<file path="src/rtl/keccak_byte_packer_if.sv">
// keccak_byte_packer_if: byte-stream input and keccak word-port signal group.
// master drives bytes and back-pressure; slave is the packer.
interface keccak_byte_packer_if;
   logic [7:0]  byte_in;
   logic        byte_valid;
   logic        byte_last;
   logic        empty_msg;
   logic        byte_ready;
   logic        buffer_full;
   logic [31:0] k_in;
   logic        k_in_ready;
   logic        k_is_last;
   logic [1:0]  k_byte_num;
   modport master (
      output byte_in, byte_valid, byte_last, empty_msg, buffer_full,
      input  byte_ready, k_in, k_in_ready, k_is_last, k_byte_num
   );
   modport slave (
      input  byte_in, byte_valid, byte_last, empty_msg, buffer_full,
      output byte_ready, k_in, k_in_ready, k_is_last, k_byte_num
   );
endinterface

</file>
<file path="src/rtl/keccak_byte_packer.sv">
// keccak_byte_packer: packs a byte stream MSB-first into 32-bit keccak words,
// generating the core's is_last/byte_num final-word convention.
module keccak_byte_packer #(
   parameter int CNT_W = 32
) (
   input  logic                 clk,
   input  logic                 reset,
   keccak_byte_packer_if.slave  bus,
   output logic [CNT_W-1:0]     msg_len
);
   typedef enum logic [1:0] {FILL, SEND, TAIL} state_t;
   state_t      state, state_nx;
   logic [1:0]  cnt;
   logic [31:0] word;
   logic        pend_last;
   logic [2:0]  pend_n;
   logic        new_msg;
   logic        accept, empty_go, strobe, word_done, last_word;
   assign accept    = state == FILL && bus.byte_valid;
   assign word_done = accept && (cnt == 2'd3 || bus.byte_last);
   assign empty_go  = state == FILL && !bus.byte_valid && bus.empty_msg && cnt == 2'd0;
   assign strobe    = state != FILL && !bus.buffer_full;
   // A full final word is sent as not-last; TAIL then carries the empty last word.
   assign last_word = state == TAIL || (state == SEND && pend_last && pend_n != 3'd4);
   always_ff @(posedge clk or posedge reset) begin
      if (reset) state <= FILL;
      else       state <= state_nx;
   end
   always_comb begin
      state_nx = state == FILL ? (word_done ? SEND : empty_go ? TAIL : FILL)
               : !strobe ? state
               : (state == SEND && pend_last && pend_n == 3'd4) ? TAIL : FILL;
   end
   always_comb begin
      bus.byte_ready = state == FILL;
      bus.k_in_ready = strobe;
      bus.k_in       = state == SEND ? word : 32'd0;
      bus.k_is_last  = strobe && last_word;
      bus.k_byte_num = (strobe && state == SEND && last_word) ? pend_n[1:0] : 2'd0;
   end
   always_ff @(posedge clk or posedge reset) begin
      if (reset) begin
         cnt       <= 2'd0;
         word      <= 32'd0;
         pend_last <= 1'b0;
         pend_n    <= 3'd0;
         msg_len   <= '0;
         new_msg   <= 1'b1;
      end else begin
         if (accept) begin
            word    <= word | ({bus.byte_in, 24'd0} >> {cnt, 3'd0});
            cnt     <= cnt + 2'd1;
            msg_len <= new_msg ? CNT_W'(1) : (&msg_len ? msg_len : msg_len + CNT_W'(1));
            new_msg <= 1'b0;
         end
         if (word_done) begin
            pend_last <= bus.byte_last;
            pend_n    <= {1'b0, cnt} + 3'd1;
         end
         if (empty_go) msg_len <= '0;
         if (strobe && state == SEND) begin
            word <= 32'd0;
            cnt  <= 2'd0;
         end
         if (strobe && last_word) new_msg <= 1'b1;
      end
   end
endmodule
</file>
<file path="src/flat_wrapper.sv">
// flat-port wrapper written by rule: the top's interface ports become plain ports
module keccak_byte_packer_flat 
#(
   parameter int CNT_W = 32
)
  (clk, reset, msg_len, bus_byte_in, bus_byte_valid, bus_byte_last, bus_empty_msg, bus_buffer_full, bus_byte_ready, bus_k_in, bus_k_in_ready, bus_k_is_last, bus_k_byte_num);
  keccak_byte_packer_if bus_i ();
  input  logic clk;
  input  logic reset;
  output logic [CNT_W-1:0] msg_len;
  input wire logic [$bits(bus_i.byte_in)-1:0] bus_byte_in;
  input wire logic [$bits(bus_i.byte_valid)-1:0] bus_byte_valid;
  input wire logic [$bits(bus_i.byte_last)-1:0] bus_byte_last;
  input wire logic [$bits(bus_i.empty_msg)-1:0] bus_empty_msg;
  input wire logic [$bits(bus_i.buffer_full)-1:0] bus_buffer_full;
  output wire logic [$bits(bus_i.byte_ready)-1:0] bus_byte_ready;
  output wire logic [$bits(bus_i.k_in)-1:0] bus_k_in;
  output wire logic [$bits(bus_i.k_in_ready)-1:0] bus_k_in_ready;
  output wire logic [$bits(bus_i.k_is_last)-1:0] bus_k_is_last;
  output wire logic [$bits(bus_i.k_byte_num)-1:0] bus_k_byte_num;
  assign bus_i.byte_in = bus_byte_in;
  assign bus_i.byte_valid = bus_byte_valid;
  assign bus_i.byte_last = bus_byte_last;
  assign bus_i.empty_msg = bus_empty_msg;
  assign bus_i.buffer_full = bus_buffer_full;
  assign bus_byte_ready = bus_i.byte_ready;
  assign bus_k_in = bus_i.k_in;
  assign bus_k_in_ready = bus_i.k_in_ready;
  assign bus_k_is_last = bus_i.k_is_last;
  assign bus_k_byte_num = bus_i.k_byte_num;
  keccak_byte_packer #(.CNT_W(CNT_W)) u_core (.clk(clk), .reset(reset), .bus(bus_i), .msg_len(msg_len));
endmodule
</file>
<file path="config.mk">
export PLATFORM = sky130hd
export DESIGN_NAME = keccak_byte_packer_flat
export DESIGN_NICKNAME = d
export VERILOG_FILES = /design/src/rtl/keccak_byte_packer_if.sv /design/src/rtl/keccak_byte_packer.sv /design/src/flat_wrapper.sv
export SDC_FILE = /design/constraint.sdc
export NUM_CORES = 1
export LEC_CHECK = 0
export BUFFER_PORTS_ARGS = -buffer_cell sky130_fd_sc_hd__buf_2
export CAP_MARGIN = 20
export CORE_UTILIZATION = 32
export DETAILED_ROUTE_END_ITERATION = 6
export SLEW_MARGIN = 20
export SYNTH_ARGS = -nofsm -noshare
export SYNTH_HDL_FRONTEND = slang
export SYNTH_SLANG_ARGS = --single-unit
</file>
<file path="constraint.sdc">
create_clock -name clk -period 2.5 [get_ports clk]
set_input_delay 0.25 -clock clk [delete_from_list [all_inputs] [get_ports clk]]
set_output_delay 0.25 -clock clk [all_outputs]
set_load 0.05 [all_outputs]
</file>
# Word-level counts from Yosys, hierarchy flattened
# Cells that the tools add are included.
dict set report totals {
  reg_bits 73
  elab_cells 60
  inputBits 14
}
dict set report classes {
  shift 1
  n_addsub 3
  n_mux 17
  reduce_logical 25
  n_bitwise 1
  eq_ne 6
}
# op n
set op_table {}
lappend op_table {{2-to-1 mux 32 bit} 7}
lappend op_table {{adder 32 x 1 -> 32 bit (second input constant)} 1}
lappend op_table {{OR 32 bit} 1}
lappend op_table {{AND reduction 32 bit} 1}
lappend op_table {{right shift 32 x 5 -> 32 bit} 1}
lappend op_table {{2-to-1 mux 2 bit} 8}
lappend op_table {{logical AND 1 bit} 12}
lappend op_table {{nonzero test 2 bit} 5}
lappend op_table {{== test 2 bit (second input constant)} 2}
lappend op_table {{logical NOT 2 bit} 2}
lappend op_table {{adder 2 x 1 -> 3 bit (second input constant)} 1}
lappend op_table {{== test 3 bit (second input constant)} 1}
lappend op_table {{!= test 3 x 1 -> 1 bit (second input constant)} 1}
lappend op_table {{!= test 3 bit (second input constant)} 1}
lappend op_table {{adder 2 x 1 -> 2 bit (second input constant)} 1}
lappend op_table {{== test 2 x 1 -> 1 bit (second input constant)} 1}
lappend op_table {{logical NOT 1 bit} 2}
lappend op_table {{logical OR 1 bit} 2}
lappend op_table {{2-to-1 mux 1 bit} 2}
lappend op_table {{AND reduction 2 bit} 1}

# Logic depth before layout (Yosys ltp)
dict set report depth {
  ltp_word 7
  depth_mapped 8
  mapped_depth_nobuf 7
}

# Worst setup path after synthesis
# Ideal clock, no wire load.
dict set report synth_path {
  path_kind {register -> output}
  start {register u_core.state[0]}
  end {output port bus_k_is_last}
  n_path_buf 0
  path_slack_ns -0.426
  path_stages_with_launch 4
  t_arrival_ns 2.676
  path_cell_list {dfrtp_1 > nor2_1 > nor2_1 > a21boi_0}
}
dict set report synth_via {
  elab_cells_between_ends 8
  cone_classes {eq/ne (2); reduce/logical (6)}
}
# element line
set synth_rtl {}
lappend synth_rtl {{start, declared} keccak_byte_packer.sv:12} ;# state_t state, state_nx;
lappend synth_rtl {{start signal, assigned} keccak_byte_packer.sv:27} ;# else state <= state_nx;
lappend synth_rtl {{nonzero test 2 bit} keccak_byte_packer.sv:22} ;# assign strobe = state != FILL && !bus.buffer_full;
lappend synth_rtl {{logical AND 1 bit} keccak_byte_packer.sv:22}
lappend synth_rtl {{via bus_k_in_ready} flat_wrapper.sv:18} ;# output wire logic [$bits(bus_i.k_in_ready)-1:0] bus_k_in_ready;
lappend synth_rtl {{logical AND 1 bit} keccak_byte_packer.sv:38} ;# bus.k_is_last = strobe && last_word;
lappend synth_rtl {{end, declared} flat_wrapper.sv:19} ;# output wire logic [$bits(bus_i.k_is_last)-1:0] bus_k_is_last;
# The timed path passes the listed nets, and every way through them passes these cells.

# Worst setup path in the final report
dict set report layout_path {
  start {register u_core.msg_len[12]}
  end {register u_core.msg_len[0]}
}
dict set report layout_via {
  elab_chain_cells 3
}
# element line
set layout_rtl {}
lappend layout_rtl {{start, declared} keccak_byte_packer.sv:9} ;# output logic [CNT_W-1:0] msg_len
lappend layout_rtl {{start signal, assigned} keccak_byte_packer.sv:53} ;# msg_len <= new_msg ? CNT_W'(1) : (&msg_len ? msg_len : msg_len + CNT_W'(1));
lappend layout_rtl {{AND reduction 32 bit} keccak_byte_packer.sv:53}
lappend layout_rtl {{!= test 3 x 1 -> 1 bit (no source line)} --}
lappend layout_rtl {{AND reduction 2 bit (no source line)} --}
# Every way passes these cells.
# A chain may end at the register's enable or synchronous reset.

==> impl_results.md <==
- Core Rows: 39
- Post-synth EDFFs: 0
- Power share of the clock group: between 20 and 30%
- Delay-heaviest family, CP: simple AND/OR/NAND/NOR gates
- Combinational power share: between 30% and 40%
- Status: complete, but fails checks
- Port Buf Inserts: ~80
- Total number of vias: ~3700
- Reg clk slew, reported paths: ~0.060 ns
- Gr ovfl total: 0
- Top cells by area, synth: dfrtp_1 (47%), and2_1 (6.0%), nor2_1 (5.1%)
- DRT Pass-1 Iters: 7
- Seq pwr share: around a third
- Leak: ~0.0024 uW
- Required time of the critical path: ~2.8 ns
- # diodes: 0
- Most common cell after layout, fill and taps aside: buf_2
- Final worst path period need: between 2 and 2.5 ns
- Vias in the first global route: about 3600
- Inst Count DP: 655
- Maximum clock rate: 439.7 MHz
- Failing checks: DRC
- Vias per cell: about 5.6
- Sequential fraction of the synthesis area: 47.65%
- Die Y: around 110 um
- Hold/Removal Path Class: in2reg
- Final Cycle Share: 90.98%
- Total design power: 4977 uW
- Non-filler cells, final: roughly 670
- Clock net sink count: between 70 and 80
- Routed wire length per instance: approximately 17 um
- Slew @ Worst Pin: 0.5594 ns
- Routed wire length: approximately 11000 um
- Largest stage delay, worst path: ~0.58 ns
- Switch share: between 40% and 50%
- Main flop type after synthesis: dfrtp_1
- Cell taking the most area after synthesis: dfrtp_1
- Htree depth: 3
- Clk_lat worst skew: 0.34 ns
- Synth Warn #: 0
- First-pass GRT wire length: around 19000 um
- CTS root buffer: clkbuf_16
- Iter 0 DRT Violations: 268
- Max Slew Vio Count: 0
- Power per cell area: 1018 mW/mm^2
- Final Skew: between 0.006 and 0.007 ns
- Ports: between 80 and 90
- Pin count of the biggest net entering global routing: 35
- Distinct cell type count after synthesis: 50
- Setup TNS: 0 ns
- ANT nets after route: 0
- GP Congestion: 0.9106
- Net Sw Power: between 2000 and 2500 uW
- Post-Syn Area per Cell: roughly 9 um^2
- Worst slew margin: a little over three fifths
- Proportion of netlist area held by the largest area contributor: a little under half
- Fin nets: about 540
- Max-cap viol count: 0
- Total CTS buffers: 9
- Yosys reg bits: 73
- Initial antenna violation count: 0
- Setup CP Type: reg2reg
- Post-synth ARST share: 100.0%
- Initial Util: about a third
- Post-Synthesis Net Count: 440
- Unrepaired setup endpoints after global routing: no
- WP buf/inv: 1
- Util after Layout: 42.27%
- Total track usage: just under 20%
- CTS tree: built
- Maximum vdd drop: approximately 0.00060 V
- Cell-internal power: roughly 3000 uW
- Reg-to-reg slack, setup: about 0.23 ns
- Final setup viols: 0
- Final instance area: a little under 0.005 mm^2
- Post-synthesis instance total: ~420
- Most frequent cells in the layout: buf_2 (82), dfrtp_1 (71), nor2_1 (52)
- Crit. End Element: register
- Floorplan core area: about 0.012 mm^2
- Slowest cell on the critical path: or4_4
- Crit path cell chain: nand4_1 > or4_4 > or3_4 > nand2_1 > buf_4 > a31o_2
- Synth Cell Area: about 0.0038 mm^2
- Critical path data arrival time: ~2.6 ns
- Layout cells sized above 1: about 27%
- Die footprint: approximately 0.012 mm^2
- Drt drc: 8
- Area added between synthesis and finish: 27.43%
- Hold Fails Final Rpt: 0
- Die X: between 100 and 150 um
- CP startpoint kind: register
- CTS max path bufs: 2
- Placed wire-length estimate: just over 8000 um
- Post-Place Cell Area: between 0.004 and 0.005 mm^2
- CP Max Fanout: 13
## layout make-up
class / instances / area (um^2)
clock buffer: 12 / 256.5
multi-input combinational: 323 / 1891
tap: 143 / 178.9
clock inverter: 4 / 76.32
sequential: 73 / 1829
inverter: 5 / 18.77
timing repair buffer: 112 / 638.1
fill: 1157 / 6676
## metal layers
metal / part of all wire, % / wire, um / global-route usage (%)
met1: 45 / 5111 / 25.78
met2: 47 / 5363 / 30.63
met3: 7.7 / 885 / 5.335
met4: 1.1 / 125 / 5.766
met5: 0 / 0 / 0
## power by group through the flow
stage | logic [uW] | clock network, uW | registers (uW)
global route | 2030 | 1510 | 1740
finish | 1850 | 1430 | 1700
CTS | 1850 | 1460 | 1700
detailed placement | 1850 | 0 | 1710
floorplan | 1290 | 0 | 1710
global placement | 1820 | 0 | 1690
## Yosys cell counts, types with 2 or more instances
master	n
dfrtp_1	72
nor2_1	52
a21oi_1	37
and2_1	37
nand2_1	35
o31ai_1	24
nand3_1	19
clkbuf_1	16
a31oi_1	14
nand4_1	14
o21ai_0	12
nor3_1	11
and3_1	7
nor4_1	7
a41oi_1	5
inv_1	5
o311ai_0	5
buf_2	3
ha_1	3
a211o_1	2
a21o_1	2
a31o_2	2
buf_6	2
mux2_2	2
mux2i_1	2
nor2b_1	2
nor3b_1	2
o21ai_1	2
o2bb2ai_1	2
o31a_1	2
or3_1	2
or4_1	2
or4_4	2
## what timing repair did
action                    4_1_cts  5_1_grt
resized for setup               0        0
setup buffers                   0        0
hold buffers                    1        0
hold endpoints to repair       17        0
## worst reg2reg max path, cell delays in order, from the launching register on
cell,delay (ns)
dfrtp_1,0.48
nand4_1,0.24
or4_4,0.58
or3_4,0.44
nand2_1,0.09
buf_4,0.22
a31o_2,0.18
## per-stage QoR
stage | hold WS [ns] | setup slack (ns)
after floorplan | 0.3679 | 0.002521
after global placement | 0.3055 | 0.3106
after detailed placement | 0.3014 | 0.2553
after CTS | 0.1409 | 0.2460
after global routing | 0.1599 | 0.06813
final | 0.1472 | 0.2256
## final timing paths
| path | start | to | depth (start not counted) |
|---|---|---|---|
| min | bus_byte_last | u_core.pend_last | 3 |
| max reg2reg | u_core.msg_len[12] | u_core.msg_len[0] | 6 |
| max | u_core.msg_len[12] | u_core.msg_len[0] | 6 |
| min in group asynchronous | reset | u_core.word[21] | 3 |
| max in group asynchronous | reset | u_core.cnt[0] | 4 |
| min reg2reg | u_core.word[30] | u_core.word[30] | 2 |
## cells by family (layout without fill, tap and decap cells)
| logic type | after synthesis | in the layout | share of synthesized area, % |
|---|---|---|---|
| buffers and inverters | 27 | 133 | 3.229 |
| AOI/OAI and AO/OA | 113 | 113 | 18.95 |
| DFF | 73 | 73 | 47.65 |
| muxes | 4 | 4 | 1.109 |
| and+or+nand+nor | 203 | 203 | 28.08 |
| adders and majority gates | 3 | 3 | 0.9786 |
## flip-flops by register name, indices dropped and copies added (netlist names)
signal,count
u_core.word,32
u_core.state,2
u_core.pend_last,1
u_core.new_msg,1
u_core.msg_len,32
u_core.cnt,2
u_core.pend_n,3
(Power assumes the default switching activity.)
